**config.mk**
```make
export PLATFORM = sky130hd
export DESIGN_NAME = channel_readout_packer
export DESIGN_NICKNAME = d
export VERILOG_FILES = /design/src/rtl/channel_readout_packer_pkg.sv /design/src/rtl/channel_readout_packer_fifo.sv /design/src/rtl/channel_readout_packer.sv
export SDC_FILE = /design/constraint.sdc
export NUM_CORES = 1
export LEC_CHECK = 0
export CORE_MARGIN = 2
export CORE_UTILIZATION = 50
export DETAILED_ROUTE_END_ITERATION = 10
export MAX_ROUTING_LAYER = met4
export PLACE_DENSITY = 0.75
export SYNTH_ARGS = -nofsm -noshare
export SYNTH_HDL_FRONTEND = slang
export SYNTH_SLANG_ARGS = --single-unit
```
**constraint.sdc**
```tcl
create_clock -name clk -period 7.4 [get_ports clk]
set_input_delay 1.48 -clock clk [delete_from_list [all_inputs] [get_ports clk]]
set_output_delay 1.48 -clock clk [all_outputs]
set_load 0.005 [all_outputs]
```
**src/rtl/channel_readout_packer_pkg.sv**
```systemverilog
// channel_readout_packer_pkg: shared FSM states, frame tags and word-format widths.
package channel_readout_packer_pkg;
   localparam int TAG_W = 4;
   localparam int WORD_W = 16;
   localparam logic [TAG_W-1:0] TAG_HDR = 4'hA;
   localparam logic [TAG_W-1:0] TAG_TRL = 4'hF;
   typedef enum logic [2:0] {
      S_IDLE, S_HEADER, S_TSTAMP, S_READ, S_DRAIN, S_TRAILER, S_DONE
   } state_t;
endpackage

```
**src/rtl/channel_readout_packer_fifo.sv**
```systemverilog
// readout_fifo: synchronous show-ahead FIFO; a push into a full FIFO succeeds when a pop happens in the same cycle.
module readout_fifo
   import channel_readout_packer_pkg::*;
#(
   parameter int AW = 4
) (
   input  logic              clk,
   input  logic              reset_n,
   input  logic              push,
   input  logic [WORD_W-1:0] push_data,
   input  logic              pop,
   output logic [WORD_W-1:0] pop_data,
   output logic              valid,
   output logic [AW:0]       count
);
   logic [WORD_W-1:0] mem [2**AW];
   logic [AW-1:0] wr_ptr, rd_ptr;
   logic wr_en, rd_en;
   assign valid = count != '0;
   assign rd_en = pop & valid;
   assign wr_en = push & (!count[AW] | rd_en);
   assign pop_data = valid ? mem[rd_ptr] : '0;
   always_ff @(posedge clk)
      if (wr_en) mem[wr_ptr] <= push_data;
   always_ff @(posedge clk or negedge reset_n)
      if (!reset_n) begin
         wr_ptr <= '0;
         rd_ptr <= '0;
         count <= '0;
      end else begin
         wr_ptr <= wr_ptr + AW'(wr_en);
         rd_ptr <= rd_ptr + AW'(rd_en);
         count <= count + (AW+1)'(wr_en) - (AW+1)'(rd_en);
      end
endmodule

```
**src/rtl/channel_readout_packer.sv**
```systemverilog
// channel_readout_packer: reads a ringbuffer window and frames it as header/[timestamp]/samples/XOR trailer.
// Optional timestamp word enabled by CHANNEL_READOUT_PACKER_TIMESTAMP_EN.
module channel_readout_packer
   import channel_readout_packer_pkg::*;
#(
   parameter int SIZE = 12,
   parameter int WIDTH = 12,
   parameter int RD_LATENCY = 2,
   parameter int FIFO_AW = 4
) (
   input  logic             clk,
   input  logic             reset_n,
   input  logic             start,
   input  logic [3:0]       ch_id,
   input  logic [SIZE-1:0]  start_addr,
   input  logic [SIZE-1:0]  how_many,
   output logic             read_request,
   output logic [SIZE-1:0]  read_address,
   input  logic [WIDTH-1:0] sample_in,
   output logic [15:0]      out_data,
   output logic             out_valid,
   input  logic             out_ready,
   output logic             busy,
   output logic             spi_done
);
   localparam int DEPTH = 1 << FIFO_AW;
   state_t state;
   logic [3:0] ch;
   logic [SIZE-1:0] n, remaining;
   logic [WIDTH-1:0] csum;
   logic [RD_LATENCY-1:0] vld;
   logic [2:0] inflight;
   logic [FIFO_AW:0] count;
   logic full, pop, push, issue, cap, ctl_push;
   logic [WORD_W-1:0] push_data, ts_word;
`ifdef CHANNEL_READOUT_PACKER_TIMESTAMP_EN
   logic [15:0] ts_cnt;
`endif
   always_comb begin
      inflight = '0;
      for (int i = 0; i < RD_LATENCY; i++) inflight = inflight + 3'(vld[i]);
   end
   assign full = count[FIFO_AW];
   assign pop = out_valid & out_ready;
   assign cap = vld[RD_LATENCY-1];
   // credit covers reads still in flight so a captured sample always has room
   assign issue = state == S_READ && remaining != '0 && (int'(count) + int'(inflight)) < DEPTH;
   assign ctl_push = !full && (state == S_HEADER || state == S_TSTAMP || state == S_TRAILER);
   assign push = cap | ctl_push;
   assign push_data = cap ? {ch, sample_in} :
                      state == S_HEADER ? {TAG_HDR, n} :
                      state == S_TRAILER ? {TAG_TRL, csum} : ts_word;
   readout_fifo #(.AW(FIFO_AW)) u_fifo (
      .clk(clk),
      .reset_n(reset_n),
      .push(push),
      .push_data(push_data),
      .pop(pop),
      .pop_data(out_data),
      .valid(out_valid),
      .count(count)
   );
`ifdef CHANNEL_READOUT_PACKER_TIMESTAMP_EN
   always_ff @(posedge clk or negedge reset_n)
      if (!reset_n) begin
         ts_cnt <= '0;
         ts_word <= '0;
      end else begin
         ts_cnt <= ts_cnt + 16'd1;
         if (state == S_IDLE && start) ts_word <= ts_cnt;
      end
`else
   assign ts_word = '0;
`endif
   always_ff @(posedge clk or negedge reset_n)
      if (!reset_n) begin
         state <= S_IDLE;
         ch <= '0;
         n <= '0;
         remaining <= '0;
         csum <= '0;
         vld <= '0;
         read_request <= 1'b0;
         read_address <= '0;
         busy <= 1'b0;
         spi_done <= 1'b0;
      end else begin
         spi_done <= 1'b0;
         vld[0] <= issue;
         for (int i = 1; i < RD_LATENCY; i++) vld[i] <= vld[i-1];
         if (cap) csum <= csum ^ sample_in;
         case (state)
            S_IDLE:
               if (start) begin
                  ch <= ch_id;
                  n <= how_many;
                  remaining <= how_many;
                  read_address <= start_addr;
                  csum <= '0;
                  busy <= 1'b1;
                  read_request <= how_many != '0;
                  state <= S_HEADER;
               end
`ifdef CHANNEL_READOUT_PACKER_TIMESTAMP_EN
            S_HEADER: if (!full) state <= S_TSTAMP;
`else
            S_HEADER: if (!full) state <= S_READ;
`endif
            S_TSTAMP: if (!full) state <= S_READ;
            S_READ:
               if (remaining == '0) state <= S_DRAIN;
               else if (issue) begin
                  read_address <= read_address + 1'b1;
                  remaining <= remaining - 1'b1;
               end
            S_DRAIN:
               if (inflight == '0) begin
                  read_request <= 1'b0;
                  state <= S_TRAILER;
               end
            S_TRAILER: if (!full) state <= S_DONE;
            S_DONE:
               // trailer is the only word left; its handshake ends the frame
               if (pop && count == (FIFO_AW+1)'(1)) begin
                  spi_done <= 1'b1;
                  busy <= 1'b0;
                  state <= S_IDLE;
               end
            default: state <= S_IDLE;
         endcase
      end
endmodule
```
Yosys cells after proc, flatten, opt, wreduce, memory -nomap -nowiden
Memory sizes are Yosys's and may differ from the RTL's.
Cells that the tools add are included.

cells by class
  multiplexer cells = 32
  $lt $le $gt $ge = 1
  bitwise gates (word level) = 6
  reduce and logical (&&, ||, !) cells = 22
  equality and inequality tests = 15
  $add $sub $neg = 8

operator list
  operator                                                               count
  12-bit 2-to-1 mux                                                      9
  16-bit 2-to-1 mux                                                      4
  12-bit one-hot mux with 2 select lines                                 2
  12-bit nonzero test                                                    2
  3-bit 2-to-1 mux                                                       6
  3-bit one-hot mux with 6 select lines                                  1
  2-bit != test (second input constant)                                  7
  12-bit by 1-bit adder with 12-bit output (second input constant)       1
  12-bit zero test                                                       1
  12-bit by 1-bit subtractor with 12-bit output (second input constant)  1
  12-bit XOR                                                             1
  3-bit == test (second input constant)                                  3
  4-bit by 1-bit adder with 4-bit output                                 2
  1-bit 2-to-1 mux                                                       8
  5-bit by 2-bit adder with 6-bit output                                 1
  3-bit by 2-bit == test with 1-bit output (second input constant)       2
  3-bit zero test                                                        2
  6-bit by 5-bit < comparator with 1-bit output (second input constant)  1
  3-bit AND reduction                                                    2
  6-bit AND reduction                                                    1
  2-bit nonzero test                                                     3
  5-bit by 1-bit adder with 5-bit output                                 1
  5-bit by 1-bit == test with 1-bit output (second input constant)       1
  5-bit nonzero test                                                     1
  13 further kinds                                                       21

storage, ports and cells
  register bits after elaboration = 73
  RAM bits = 256
  memories = 1
  input port bits = 44
  word-level logic and storage cells = 98
  output and inout bits = 32

memory list
  memory      words  width  rd ports  clocked after Yosys merged registers in  write ports  RTL line                           source
  u_fifo.mem  16     16     1         0                                        1            channel_readout_packer_fifo.sv:16  logic [WORD_W-1:0] mem [2**AW];

Logic depth before layout (Yosys ltp)
  word-level depth = 8
  gate-level depth with buffers = 14
  depth with buffers taken out = 12

Hierarchy
Synthesis repeated with hierarchy kept, for this count alone.

second synthesis, totals
  cells, all modules = 903
  area, all modules = 13967.1 µm²

by module, submodules not included
  module                  area each (µm²)  times used  cells an instance  sequential area each (µm²)
  readout_fifo            10618.9          1           518                8012.7
  channel_readout_packer  3348.2           1           385                1501.4

Worst setup path before layout
No wires, ideal clock.

  path kind = input port to flip-flop
  start = input port out_ready
  end = memory u_fifo.mem[3][0] (enable)
  setup slack = 3.986 ns
  setup time = 0.409 ns
  buffers on the path = 0
  arrival = 3.005 ns
  stages on the path = 4
  required time = 6.991 ns
  cell sequence = nand2b_1 > a21o_2 > nand3_1 > nor3_1

on the way
  longest elaborated chain between the ends = 6

ends and longest elaborated chain
  what                                    RTL line                           source
  start: declaration                      channel_readout_packer.sv:22       input logic out_ready,
  1-bit bitwise AND                       channel_readout_packer.sv:44       assign pop = out_valid & out_ready;
  1-bit bitwise AND                       channel_readout_packer_fifo.sv:20  assign rd_en = pop & valid;
  1-bit OR                                channel_readout_packer_fifo.sv:21  assign wr_en = push & (!count[AW] | rd_en);
  1-bit bitwise AND                       channel_readout_packer_fifo.sv:21
  1-bit 2-to-1 mux                        channel_readout_packer_fifo.sv:24  if (wr_en) mem[wr_ptr] <= push_data;
  1-bit 2-to-1 mux (not written as such)  channel_readout_packer_fifo.sv:24
  end: declaration                        channel_readout_packer_fifo.sv:16

Every way passes these cells.

Worst setup path in the final report
  start = register u_fifo.rd_ptr[0]
  end = output port out_data[11]

on the way
  longest elaborated chain between the ends = 2

ends and longest elaborated chain
  what                      RTL line                           source
  start: declaration        channel_readout_packer_fifo.sv:17  logic [AW-1:0] wr_ptr, rd_ptr;
  start signal: assignment  channel_readout_packer_fifo.sv:32  rd_ptr <= rd_ptr + AW'(rd_en);
  memory read 16 x 16 bit   n/a
  16-bit 2-to-1 mux         channel_readout_packer_fifo.sv:22  assign pop_data = valid ? mem[rd_ptr] : '0;
  end: declaration          channel_readout_packer.sv:20       output logic [15:0] out_data,

Every way passes these cells.

==> out/qor.csv <==
stage,metric,value,unit
status,status,"complete, no violations",
cells_and_area,drive_gt1_share,17.0,%
power,combPwrFrac,33.5,%
yosys,avgSynthCellArea,16.9,µm²
route,routed_wl,29.9,mm
critical_path,critPathMaxFanout,44,
floorplanning,core_area,0.0276,mm²
timing,worst_pin_slew,1.22,ns
critical_path,critPathArrivalTime,3.78,ns
yosys,yosys_warnings,0,
timing,hold_viol,0,
critical_path,critPathSlowestCell,dfrtp_4,
clock_network,clock-sinks,329,
global_routing,overflow,0,
cells_and_area,final_nets,987,
critical_path,start_kind,register,
cells_and_area,final_util,58.4,%
floorplanning,die_w,171,µm
cells_and_area,stdcell_area,0.0161,mm²
placement,place_congestion,0.799,
critical_path,worst_path_largest_cell_delay,1.00,ns
timing,fin_skew,0.0179,ns
timing,setup_viol,0,
yosys,synthCells,824,
clock_network,post-cts-setup-buffers,0,
clock_network,cts_tree,done,
min_path,hold_path_class,reg2reg,
floorplanning,start_util,50.4,%
placement,numPortBuffers,75,
timing,rsz0062_at_grt,no,
yosys,synth_flop_cell,edfxtp_1,
clock_network,clk_latency,0.52,ns
floorplanning,dieArea,0.0292,mm²
clock_network,htree_levels,2,
power,ir_drop,235,µV
power,switchingPower,0.00222,W
route,drc,0,
flow_run,cap_viol_max_count,0,
floorplanning,die_h,171,µm
timing,fmax,190,MHz
clock_network,cts_buffers,34,
power,power_density,429,mW/mm²
yosys,synth-edff-count,256,
clock_network,clockBufferDepth,3,
floorplanning,io_pins,76,
global_routing,groute.usage.overall,22.0,%
route,antenna_left,0,
timing,finalMaxSlewViolations,0,
global_routing,grt_max_degree,74,
floorplanning,rows,61,
critical_path,crit_required,5.92,ns
critical_path,worstSetupPathType,reg2out,
route,drt-initial-drc-count,778,
yosys,synth_seq_cells,329,
route,wl_per_cell,22.5,µm
yosys,async_flop_share,22.2,%
global_routing,grt_pass1_vias,7810,
global_routing,antenna_found_initial,0,
clock_network,clk_pin_slew_worst_paths,0.06,ns
yosys,syn_nets,887,
power,power_leakage,5.75,nW
clock_network,clockRootBuffer,clkbuf_16,
power,pwr-share-seq,43.7,%
yosys,syn-cell-area,0.0139,mm²
critical_path,end_kind,output port,
placement,place_area,0.0151,mm²
critical_path,cp_cell_sequence,buf_4 -> mux4_1 -> mux4_2 -> nor2b_1 -> clkdlybuf4s50_1,
yosys,synth_top_area_share,55.2,%
route,vias,7753,
yosys,yosysSeqAreaShare,68.3,%
route,viasPerCell,5.85,
power,switching_share,32.0,%
cells_and_area,syn_to_final_growth,15.9,%
timing,setup-tns-final,0,ns
cells_and_area,num_antenna_cells,0,
timing,max_slew_margin,18.0,%
yosys,synth.top_cells.by_area,"edfxtp_1 55%, dfrtp_1 13%, mux4_2 10%, mux4_1 3.2%, nand2_1 2.3%",
clock_network,ctsResizeCount,0,
placement,hpwl,17.0,mm
yosys,synth_cell_type_count,69,
route,dr.pass1.iters,5,
clock_network,hold_buffers,0,
power,power.share.clock,22.8,%
global_routing,grt_pass1_wl,45.9,mm
timing,finalCritPeriodShare,71.1,%
timing,min_period,5.26,ns
yosys,yosysTopAreaCell,edfxtp_1,
power,internal-power,0.00471,W
==> per-stage QoR <==
stage / hold slack (ns) / std cells / setup WS, ns / total power [W]
2_1_floorplan: 0.380 / 824 / 3.99 / 0.00457
3_3_place_gp: 0.398 / 1266 / 2.64 / 0.00531
3_5_place_dp: 0.397 / 1266 / 2.63 / 0.00538
4_1_cts: 0.408 / 1325 / 2.04 / 0.00698
5_1_grt: 0.415 / 1325 / 1.91 / 0.00731
6_report: 0.406 / 1325 / 2.14 / 0.00693
==> registers in the layout, indices dropped and copies added, names as in the netlist <==
signal,flops
busy,1
ch,4
csum,12
n,12
read_address,12
read_request,1
remaining,12
spi_done,1
state,3
u_fifo.count,5
u_fifo.mem,256
u_fifo.rd_ptr,4
u_fifo.wr_ptr,4
vld,2
==> power by group through the flow <==
| stage | clock network [W] | registers [W] | logic [W] |
|---|---|---|---|
| global placement | 0 | 0.00305 | 0.00226 |
| detailed placement | 0 | 0.00306 | 0.00232 |
| finish | 0.00158 | 0.00303 | 0.00232 |
| CTS | 0.00161 | 0.00303 | 0.00234 |
| global route | 0.00169 | 0.00308 | 0.00254 |
| floorplan | 0 | 0.00283 | 0.00174 |
==> layer usage <==
layer | GRT usage, % | vias up | routed length, µm
met1 | 29.8 | 3975 | 12500
li1 | - | 3433 | -
met2 | 35.0 | 296 | 14800
met5 | - | - | 0
met3 | 3.86 | 49 | 1860
met4 | 5.93 | 0 | 658
==> cells in the mapped netlist, types with 4 or more instances <==
library cell and number:
nand2_1 84, a31oi_1 4, ha_1 18, mux4_2 63, and3_1 5, nor2_1 44
mux4_1 17, buf_4 6, clkbuf_1 17, nor3_1 8, nand3_1 19, nor4_1 6
edfxtp_1 256, mux2i_1 13, nor2b_1 17, xor2_1 17, nand2b_1 5, o21ai_0 27
inv_1 15, buf_2 8, dfrtp_1 73, buf_12 5, o22ai_1 6, a21oi_1 18
==> cells by family after synthesis <==
| kind of cell | after synthesis | share of synthesized area [%] |
|---|---|---|
| AOI/OAI and AO/OA | 96 | 4.71 |
| xor gates and xnor gates | 19 | 1.19 |
| adders and majority gates | 19 | 1.76 |
| buffers and inverters | 60 | 2.71 |
| DFF | 329 | 68.3 |
| muxes | 93 | 14.3 |
| and+or+nand+nor | 208 | 7.01 |
==> layout make-up <==
| class | instances | area [µm²] |
|---|---|---|
| Clock buffer | 46 | 947 |
| Clock inverter | 13 | 90.1 |
| Fill cell | 2126 | 11500 |
| Inverter | 16 | 60.1 |
| Multi-Input combinational cell | 435 | 4060 |
| Sequential cell | 329 | 9520 |
| Tap cell | 378 | 473 |
| Timing Repair Buffer | 108 | 996 |
==> final timing paths <==
| check | startpoint | endpoint | slack (ns) | cells after the start |
|---|---|---|---|---|
| min reg2reg | vld[0]$_DFF_PN0_ | vld[1]$_DFF_PN0_ | 0.41 | 0 |
| min | vld[0]$_DFF_PN0_ | vld[1]$_DFF_PN0_ | 0.41 | 0 |
| max reg2reg | u_fifo.count[2]$_DFF_PN0_ | u_fifo.count[4]$_DFF_PN0_ | 4.13 | 12 |
| min in group asynchronous | reset_n | read_address[1]$_DFFE_PN0P_ | 1.10 | 1 |
| max | u_fifo.rd_ptr[0]$_DFF_PN0_ | out_data[11] | 2.14 | 5 |
| max in group asynchronous | reset_n | u_fifo.rd_ptr[0]$_DFF_PN0_ | 5.57 | 1 |
==> placed cells by master, fill, tap and decap left out, types with 18 or more instances in the layout <==
master	Yosys	layout
edfxtp_1	256	256
nand2_1	84	84
clkdlybuf4s50_1	0	74
dfrtp_1	73	71
mux4_2	63	63
nor2_1	44	44
clkbuf_16	0	35
buf_4	6	34
o21ai_0	27	25
nand3_1	19	19
a21oi_1	18	18
ha_1	18	18
==> critical path, delay by kind of cell (launching register included) <==
kind / cells / cell delay, ns
buffers and inverters: 2 / 0.99
DFF: 1 / 1.00
muxes: 2 / 1.11
and+or+nand+nor: 1 / 0.15
Note: power is estimated with default switching activity, not from simulation.
